[src/rtl/axis_addr_gen_pkg.sv]
// Shared constants and helpers for the axis AXI address generator.
package axis_addr_gen_pkg;

    localparam int unsigned IdleIdx  = 0;
    localparam int unsigned SetupIdx = 1;
    localparam int unsigned CalcIdx  = 2;
    localparam int unsigned IssueIdx = 3;
    localparam int unsigned DoneIdx  = 4;

    localparam int unsigned Boundary = 4096;

    typedef enum logic [4:0] {
        StIdle  = 5'(1 << IdleIdx),
        StSetup = 5'(1 << SetupIdx),
        StCalc  = 5'(1 << CalcIdx),
        StIssue = 5'(1 << IssueIdx),
        StDone  = 5'(1 << DoneIdx)
    } state_e;

    function automatic int unsigned clog2(input int unsigned v);
        int unsigned r;
        r = 0;
        while ((64'd1 << r) < 64'(v)) begin
            r++;
        end
        return r;
    endfunction

endpackage

[src/rtl/axis_addr_split.sv]
// Burst length for the next AXI burst: min(remaining, BURST_MAX, beats left in the 4 KB page).
module axis_addr_split
    import axis_addr_gen_pkg::*;
#(
    parameter int unsigned CONFIG_DWIDTH  = 32,
    parameter int unsigned AXI_LEN_WIDTH  = 8,
    parameter int unsigned AXI_DATA_WIDTH = 64,
    parameter int unsigned BURST_MAX      = 256
) (
    input  logic [CONFIG_DWIDTH:0]   remaining,
    input  logic [11:0]              addr_lo,
    output logic [AXI_LEN_WIDTH:0]   beats
);

    localparam int unsigned Bytes     = AXI_DATA_WIDTH / 8;
    localparam int unsigned ByteShift = clog2(Bytes);
    localparam int unsigned RW        = CONFIG_DWIDTH + 1;

    logic [12:0]   room_bytes;
    logic [RW-1:0] room_beats;
    logic [RW-1:0] cap;
    logic [RW-1:0] min_beats;

    // addr_lo is bus-aligned, so room_beats is exact and never zero.
    assign room_bytes = 13'(Boundary) - {1'b0, addr_lo};
    assign room_beats = RW'(room_bytes >> ByteShift);
    assign cap        = (room_beats < RW'(BURST_MAX)) ? room_beats : RW'(BURST_MAX);
    assign min_beats  = (remaining < cap) ? remaining : cap;
    assign beats      = min_beats[AXI_LEN_WIDTH:0];

endmodule

[src/rtl/axis_addr_gen.sv]
// Splits one stream-element descriptor into 4 KB-safe AXI bursts and mirrors each on a burst-info channel.
module axis_addr_gen
    import axis_addr_gen_pkg::*;
#(
    parameter int unsigned CONFIG_DWIDTH  = 32,
    parameter int unsigned CONVERT_SHIFT  = 1,
    parameter int unsigned AXI_LEN_WIDTH  = 8,
    parameter int unsigned AXI_ADDR_WIDTH = 32,
    parameter int unsigned AXI_DATA_WIDTH = 64,
    parameter int unsigned BURST_MAX      = 256
) (
    input  logic                      clk,
    input  logic                      rst,
    input  logic [CONFIG_DWIDTH-1:0]  cfg_address,
    input  logic [CONFIG_DWIDTH-1:0]  cfg_length,
    input  logic                      cfg_valid,
    output logic                      cfg_ready,
    input  logic                      axi_aready,
    output logic [AXI_ADDR_WIDTH-1:0] axi_aaddr,
    output logic [AXI_LEN_WIDTH-1:0]  axi_alen,
    output logic                      axi_avalid,
    output logic [AXI_LEN_WIDTH-1:0]  bst_len,
    output logic                      bst_valid,
    input  logic                      bst_ready,
    output logic                      done
);

    localparam int unsigned Bytes     = AXI_DATA_WIDTH / 8;
    localparam int unsigned ByteShift = clog2(Bytes);
    localparam int unsigned RW        = CONFIG_DWIDTH + 1;
    localparam int unsigned ElemWords = 1 << CONVERT_SHIFT;

    state_e                    state_q, state_d;
    logic [AXI_ADDR_WIDTH-1:0] addr_q, addr_d;
    logic [CONFIG_DWIDTH-1:0]  len_q, len_d;
    logic [RW-1:0]             rem_q, rem_d;
    logic [AXI_LEN_WIDTH-1:0]  alen_q, alen_d;

    logic [AXI_LEN_WIDTH:0]    split_beats;
    logic [AXI_LEN_WIDTH:0]    split_m1;
    logic [AXI_LEN_WIDTH:0]    issue_beats;
    logic                      handshake;

    axis_addr_split #(
        .CONFIG_DWIDTH  (CONFIG_DWIDTH),
        .AXI_LEN_WIDTH  (AXI_LEN_WIDTH),
        .AXI_DATA_WIDTH (AXI_DATA_WIDTH),
        .BURST_MAX      (BURST_MAX)
    ) u_split (
        .remaining (rem_q),
        .addr_lo   (addr_q[11:0]),
        .beats     (split_beats)
    );

    assign split_m1    = split_beats - 1'b1;
    assign issue_beats = {1'b0, alen_q} + 1'b1;

    // bst_ready gates avalid so every address handshake has a slot on the burst-info channel.
    assign cfg_ready  = (state_q == StIdle);
    assign axi_avalid = (state_q == StIssue) && bst_ready;
    assign axi_aaddr  = addr_q;
    assign axi_alen   = alen_q;
    assign handshake  = axi_avalid && axi_aready;
    assign bst_valid  = handshake;
    assign bst_len    = alen_q;
    assign done       = (state_q == StDone);

    always_comb begin
        state_d = state_q;
        addr_d  = addr_q;
        len_d   = len_q;
        rem_d   = rem_q;
        alen_d  = alen_q;
        unique case (state_q)
            StIdle: begin
                if (cfg_valid) begin
                    addr_d  = AXI_ADDR_WIDTH'(cfg_address) & ~AXI_ADDR_WIDTH'(Bytes - 1);
                    len_d   = cfg_length;
                    state_d = StSetup;
                end
            end
            StSetup: begin
                rem_d   = ({1'b0, len_q} + RW'(ElemWords - 1)) >> CONVERT_SHIFT;
                state_d = StCalc;
            end
            StCalc: begin
                if (rem_q == '0) begin
                    state_d = StDone;
                end else begin
                    alen_d  = split_m1[AXI_LEN_WIDTH-1:0];
                    state_d = StIssue;
                end
            end
            StIssue: begin
                if (handshake) begin
                    addr_d  = addr_q + (AXI_ADDR_WIDTH'(issue_beats) << ByteShift);
                    rem_d   = rem_q - RW'(issue_beats);
                    state_d = StCalc;
                end
            end
            StDone: state_d = StIdle;
            default: state_d = StIdle;
        endcase
    end

    always_ff @(posedge clk) begin
        if (rst) begin
            state_q <= StIdle;
        end else begin
            state_q <= state_d;
        end
    end

    always_ff @(posedge clk) begin
        addr_q <= addr_d;
        len_q  <= len_d;
        rem_q  <= rem_d;
        alen_q <= alen_d;
    end

endmodule
[config.mk]
export PLATFORM = sky130hd
export DESIGN_NAME = axis_addr_gen
export DESIGN_NICKNAME = d
export VERILOG_FILES = /design/src/rtl/axis_addr_gen_pkg.sv /design/src/rtl/axis_addr_split.sv /design/src/rtl/axis_addr_gen.sv
export SDC_FILE = /design/constraint.sdc
export NUM_CORES = 1
export LEC_CHECK = 0
export BUFFER_PORTS_ARGS = -buffer_cell sky130_fd_sc_hd__buf_2
export CAP_MARGIN = 20
export CELL_PAD_IN_SITES_DETAIL_PLACEMENT = 2
export CELL_PAD_IN_SITES_GLOBAL_PLACEMENT = 2
export CORE_ASPECT_RATIO = 1.2
export CORE_MARGIN = 2
export CORE_UTILIZATION = 25
export CTS_BUF_LIST = sky130_fd_sc_hd__clkbuf_4 sky130_fd_sc_hd__clkbuf_8
export DETAILED_ROUTE_END_ITERATION = 7
export GPL_ROUTABILITY_DRIVEN = 1
export PLACE_DENSITY = 0.66
export SLEW_MARGIN = 20
export SYNTH_ARGS = -nofsm -noshare
export SYNTH_HDL_FRONTEND = slang
export SYNTH_SLANG_ARGS = --single-unit
[constraint.sdc]
create_clock -name clk -period 4.2 [get_ports clk]
set_input_delay 1.05 -clock clk [delete_from_list [all_inputs] [get_ports clk]]
set_output_delay 1.05 -clock clk [all_outputs]
set_load 0.02 [all_outputs]
# After elaboration in Yosys (flattened, before gate mapping)
# Cells that the tools add are included.
word_totals:
  register_bits: 110
  output_inout_bits: 52
  word_cells: 42
  inputBits: 69
classes:
  magnitude_cmp: 2
  n_mux: 11
  addsub: 6
  bitwise_logic: 1
  eq_ne: 7
  reduce_logical: 10
op_table:
  columns: ["op", "count"]
  rows:
  - ["$pmux 33 s2", 1]
  - ["$mux 32", 2]
  - ["$pmux 32 s2", 1]
  - ["$add 32x1->33 const B", 1]
  - ["$logic_not 33->1", 1]
  - ["$lt 33x10->1", 1]
  - ["$mux 33", 1]
  - ["$sub 33x9->33", 1]
  - ["$add 32x12->32", 1]
  - ["$pmux 5 s4", 1]
  - ["$mux 5", 3]
  - ["$sub 13x12->13 const A", 1]
  - ["$lt 10x9->1 const B", 1]
  - ["$mux 10", 1]
  - ["$add 8x1->9 const B", 1]
  - ["$mux 8", 1]
  - ["$reduce_and 2->1", 4]
  - ["$sub 8x1->8 const B", 1]
  - ["$eq 5x1->1 const B", 1]
  - ["$eq 5x2->1 const B", 1]
  - ["$eq 5x3->1 const B", 1]
  - ["$eq 5x4->1 const B", 1]
  - ["$eq 5x5->1 const B", 1]
  - ["$ne 2x2->1 const B", 2]
  - ["other kinds (4)", 6]

# Depth between registers and ports, before layout
logic_depth:
  ltp_word: 6
  depth_mapped: 20
  depth_no_buf: 19

# Modules after synthesis
# From an unflattened synthesis, not the netlist that was laid out.
unflattened:
  cells_unflattened: 720
  hier_area_um2: 7159.4
by_module_without_submodules:
  columns: ["mod", "seq_area_each_um2", "area_each_um2", "cells_each", "n_inst"]
  rows:
  - ["axis_addr_gen", 3163.0, 6597.6, 649, 1]
  - ["axis_addr_split", 0.0, 561.8, 71, 1]

# Worst setup path before layout
# Ideal clock, no wire load.
synth_timing:
  path_kind: "register to register"
  startpoint: "register state_q[3]"
  endpoint: "register rem_q[0], enable pin"
  arrival_time_ns: 4.005
  path_stages_with_launch: 4
  synth_period_minus_slack_ns: 4.520
  setup_ns: 0.515
  path_buffers: 1
  required_time_ns: 3.685
  path_slack_ns: -0.320
  cell_sequence: "dfxtp_1 -> clkbuf_1 -> nand2b_1 -> o41ai_1"
synth_between:
  elab_chain_len: 5
  word_cells_on_any_way: 7
  classes_between: "3 x eq/ne; 4 x reduce/logical"
synth_rtl:
  columns: ["item", "line", "text"]
  rows:
  - ["start, declared", "axis_addr_gen.sv:33", "state_e state_q, state_d;"]
  - ["start signal, assigned", "axis_addr_gen.sv:108", "state_q <= StIdle;"]
  - ["start signal, assigned", "axis_addr_gen.sv:110", "state_q <= state_d;"]
  - ["$eq 5x4->1", "axis_addr_gen.sv:60, axis_addr_gen.sv:74", null]
  - ["$logic_and 1x1->1", "axis_addr_gen.sv:60", "assign axi_avalid = (state_q == StIssue) && bst_ready;"]
  - ["$logic_and 1x1->1", "axis_addr_gen.sv:63", "assign handshake = axi_avalid && axi_aready;"]
  - ["$ne 2x2->1 (no line)", null, null]
  - ["$reduce_and 2->1 (no line) *", null, null]
  - ["end signal, assigned", "axis_addr_gen.sv:117", "rem_q <= rem_d;"]
  - ["end, declared", "axis_addr_gen.sv:36", "logic [RW-1:0] rem_q, rem_d;"]
# Every way passes the cells marked *; elsewhere a longest branch is shown, timed or not.
# A chain may end at the register's enable or synchronous reset.

# Worst setup path after layout
layout_timing:
  startpoint: "register addr_q[3] (netlist: axi_aaddr[3])"
  endpoint: "register alen_q[6] (netlist: axi_alen[6]), data pin"
layout_between:
  elab_chain_len: 6
layout_rtl:
  columns: ["item", "line", "text"]
  rows:
  - ["start, declared", "axis_addr_gen.sv:34", "logic [AXI_ADDR_WIDTH-1:0] addr_q, addr_d;"]
  - ["start signal, assigned", "axis_addr_gen.sv:115", "addr_q <= addr_d;"]
  - ["$sub 13x12->13 *", "axis_addr_split.sv:25", "assign room_bytes = 13'(Boundary) - {1'b0, addr_lo};"]
  - ["$lt 10x9->1", "axis_addr_split.sv:27", "assign cap = (room_beats < RW'(BURST_MAX)) ? room_beats : RW'(BURST_MAX);"]
  - ["$mux 10 *", "axis_addr_split.sv:27", null]
  - ["$lt 33x10->1", "axis_addr_split.sv:28", "assign min_beats = (remaining < cap) ? remaining : cap;"]
  - ["$mux 8 *", "axis_addr_split.sv:28", null]
  - ["$sub 8x1->8 *", "axis_addr_gen.sv:55", "assign split_m1 = split_beats - 1'b1;"]
  - ["via split_m1[6]", "axis_addr_gen.sv:40", "logic [AXI_LEN_WIDTH:0] split_m1;"]
  - ["end signal, assigned", "axis_addr_gen.sv:118", "alen_q <= alen_d;"]
  - ["end, declared", "axis_addr_gen.sv:37", "logic [AXI_LEN_WIDTH-1:0] alen_q, alen_d;"]
# The timed path passes the listed nets; every way through them passes the cells marked *.

==> flow_metrics.tcl <==
set metrics [dict create \
    post-route-min-period_ps 3980 \
    utilization_pct 30.2 \
    hold_viol_final 0 \
    crit_path_cell_trace "inv_1 > ha_1 > or3b_4 > o41ai_2 > a32oi_1 > ha_1 > nor2b_1 > o21ai_0 > o211ai_1 > nor3_2 > nor2_1 > a21oi_2 > ha_2 > and3_4 > a21oi_1 > nor3_1 > a21oi_1" \
    critPathTopFamily "simple AND/OR/NAND/NOR gates" \
    postSynthCellCount 717 \
    fp.dieH_um 187 \
    p_switching_w 0.000758 \
    post_drt_wl_per_cell_um 17.0 \
    synthTopCellsByArea "edfxtp_1 44%, xor2_1 7.2%, xnor2_1 6.1%, ha_1 5.4%, nand2_1 4.9%" \
    end_kind "flop" \
    place_congestion 0.764 \
    start_util_pct 25.3 \
    finalNonFillerCells 1223 \
    gr-usage-met3_pct 1.87 \
    core_area_um2 27700 \
    p_int_w 0.00167 \
    drv_slew 0 \
    synth_flop_cell "edfxtp_1" \
    dpl_cell_area_um2 8090 \
    setup_viol 0 \
    dieArea_um2 29400 \
    place_inst 1201 \
    powerDensity_nw_per_um2 290 \
    cp.arrival_ps 4130 \
    syn_area_um2 7010 \
    status "complete, no violations" \
    hold_class "reg2reg" \
    yosysTopAreaCell "edfxtp_1" \
    via_per_inst 4.64 \
    top_usage_layer "met2" \
    io_buffers 114 \
    dr.pass1.iters 4 \
    seq_area_frac_synth_pct 45.1 \
    cts-buffers-inserted 9 \
    grt_pass1_wl_mm 33.3 \
    use_met2_pct 23.6 \
    cts_tree "built" \
    slowest_delay_ps 430 \
    power_frac_clock_pct 27.4 \
    worst_slew_pin_slew_ps 985 \
    netlist.area_leader.share_pct 43.7 \
    cts-root-buf "clkbuf_8" \
    rows 67 \
    async_flop_share_pct 0 \
    gr-usage-all-layers_pct 14.4 \
    critical-path-slowest-cell "or3b_4" \
    routed_wl_mm 20.7 \
    remaining_drc_errors 0 \
    fmax_mhz 251 \
    ios 121 \
    swShare_pct 31.2 \
    p_seq_share_pct 54.5 \
    cap_violations 0 \
    slew_headroom_pct 34.1 \
    grt_max_degree 57 \
    clk_pin_slew_worst_paths_ps 120 \
    cp_num_buf_inv 1 \
    nets 939 \
    clk_latency_ps 400 \
    synth.avg_cell_area_um2 9.78 \
    start_kind "flop" \
    ys_seq_elements 107 \
    ys_types 55 \
    htree_levels 3 \
    skew_ps 11.6 \
    worst_ep_required_time_ps 4360 \
    vias 5680 \
    clockBufferDepth 2 \
    fin_crit_sh_pct 94.7 \
    hpwl_mm 15.8 \
    area_growth_pct 19.5 \
    ctsHoldBuffers 0 \
    ir_drop_mv 0.221 \
    die_w_um 157 \
    p_leak_nw 3.22 \
    use_met1_pct 19.6 \
    ant_nets 0 \
    comb_power_share_pct 18.0 \
    drive_gt1_share_pct 21.5 \
    grt_pass1_vias 6068 \
    clkSinkCount 107 \
    fin_area_um2 8380 \
    synth-edff-count 102 \
    yosysWarningCount 0 \
    critical_path_class "reg2reg" \
    finalPower_w 0.00243 \
    grt_antenna_before_repair 1 \
    crit_fanout 5 \
    overflow 0 \
    drt_iter0_markers 242 \
]
-- per-stage QoR --
stage / hold WS (ps) / setup WS (ps) / TNS (ps)
floorplan: 507 / 142 / 0
global placement: 598 / 225 / 0
detailed placement: 628 / 71.9 / 0
CTS: 647 / 58.5 / 0
global route: 677 / -51.7 / -51.7
finish: 637 / 223 / 0
-- worst reg2reg max path: stages (launching register included) --
cell and delay [ps]:
edfxtp_1 420, inv_1 80, ha_1 230, or3b_4 430, o41ai_2 320, a32oi_1 150
ha_1 340, nor2b_1 130, o21ai_0 170, o211ai_1 140, nor3_2 340, nor2_1 100
a21oi_2 160, ha_2 240, and3_4 190, a21oi_1 70, nor3_1 160, a21oi_1 70
-- power by group through the flow --
stage | Clock (W) | Sequential (W) | Combinational [W]
finish | 0.000666 | 0.00132 | 0.000438
global route | 0.000728 | 0.00134 | 0.000489
CTS | 0.000702 | 0.00132 | 0.000430
detailed placement | 0 | 0.00135 | 0.000427
global placement | 0 | 0.00135 | 0.000413
floorplan | 0 | 0.00136 | 0.000240
-- what timing repair did --
action,CTS,global route
buffers inserted,0,5
setup endpoints to repair,0,2
endpoints found under the hold margin,0,0
gates resized for setup,0,13
-- path summary, 6_finish.rpt --
kind | from | end | slack (ps) | cells after the start
hold reg to reg | state_q[4]$_SDFFE_PP0P_ | state_q[0]$_SDFFE_PP1P_ | 640 | 1
setup / recovery | axi_aaddr[3]$_DFFE_PP_ | axi_alen[6]$_DFFE_PP_ | 220 | 17
setup reg to reg | axi_aaddr[3]$_DFFE_PP_ | axi_alen[6]$_DFFE_PP_ | 220 | 17
hold / removal | state_q[4]$_SDFFE_PP0P_ | state_q[0]$_SDFFE_PP1P_ | 640 | 1
-- cell usage after synthesis (6+ instances only) --
master,instances
a21o_1,6
a21oi_1,28
and3_1,15
buf_4,11
clkbuf_1,19
edfxtp_1,102
ha_1,30
inv_1,28
mux2i_1,14
nand2_1,92
nand3_1,43
nand4_1,14
nor2_1,46
nor3_1,19
nor4_1,12
o21ai_0,51
or3_1,6
xnor2_1,49
xor2_1,58
-- layout by cell type, fill, tap and decap left out, types with 14 or more instances in the layout --
| cell | synthesis | layout |
|---|---|---|
| buf_2 | 1 | 114 |
| edfxtp_1 | 102 | 102 |
| nand2_1 | 92 | 91 |
| xor2_1 | 58 | 58 |
| o21ai_0 | 51 | 51 |
| xnor2_1 | 49 | 48 |
| nor2_1 | 46 | 46 |
| nand3_1 | 43 | 41 |
| ha_1 | 30 | 28 |
| inv_1 | 28 | 27 |
| a21oi_1 | 28 | 27 |
| buf_4 | 11 | 25 |
| nor3_1 | 19 | 17 |
| and3_1 | 15 | 14 |
| nand4_1 | 14 | 14 |
| mux2i_1 | 14 | 14 |
-- registers in the layout, summed over array words and instances (netlist names) --
signal     cells
rem_q         33
state_q        5
axi_aaddr     29
len_q         32
axi_alen       8
-- cell type report --
cell class	count	area (um2)
clock buffers	9	124
well taps	379	474
fillers	3141	19400
inverters	28	105
multi-input cells	553	3690
diodes	1	2.50
repair buffers	139	758
flip-flops and latches	107	3160
clock inverters	7	63.8
-- cells by family after synthesis --
family | after synthesis | share of synthesized area, %
adder cells (fa/ha/maj) | 32 | 5.92
buffers and inverters | 59 | 3.76
flip-flops | 107 | 45.1
multiplexers | 15 | 2.16
AO/OA/AOI/OAI | 111 | 9.03
AND/OR/NAND/NOR | 285 | 20.6
other | 1 | 0.0535
XOR/XNOR | 107 | 13.4
-- metal layers --
layer  share of wire (%)  up-vias  wire length, um
met3                 2.3       20              486
met4                 2.1        0              428
met5                   0        -                0
met2                  48       89            10000
li1                    -     2808                -
met1                  47     2763             9800
Note: power is estimated with default switching activity, not from simulation.
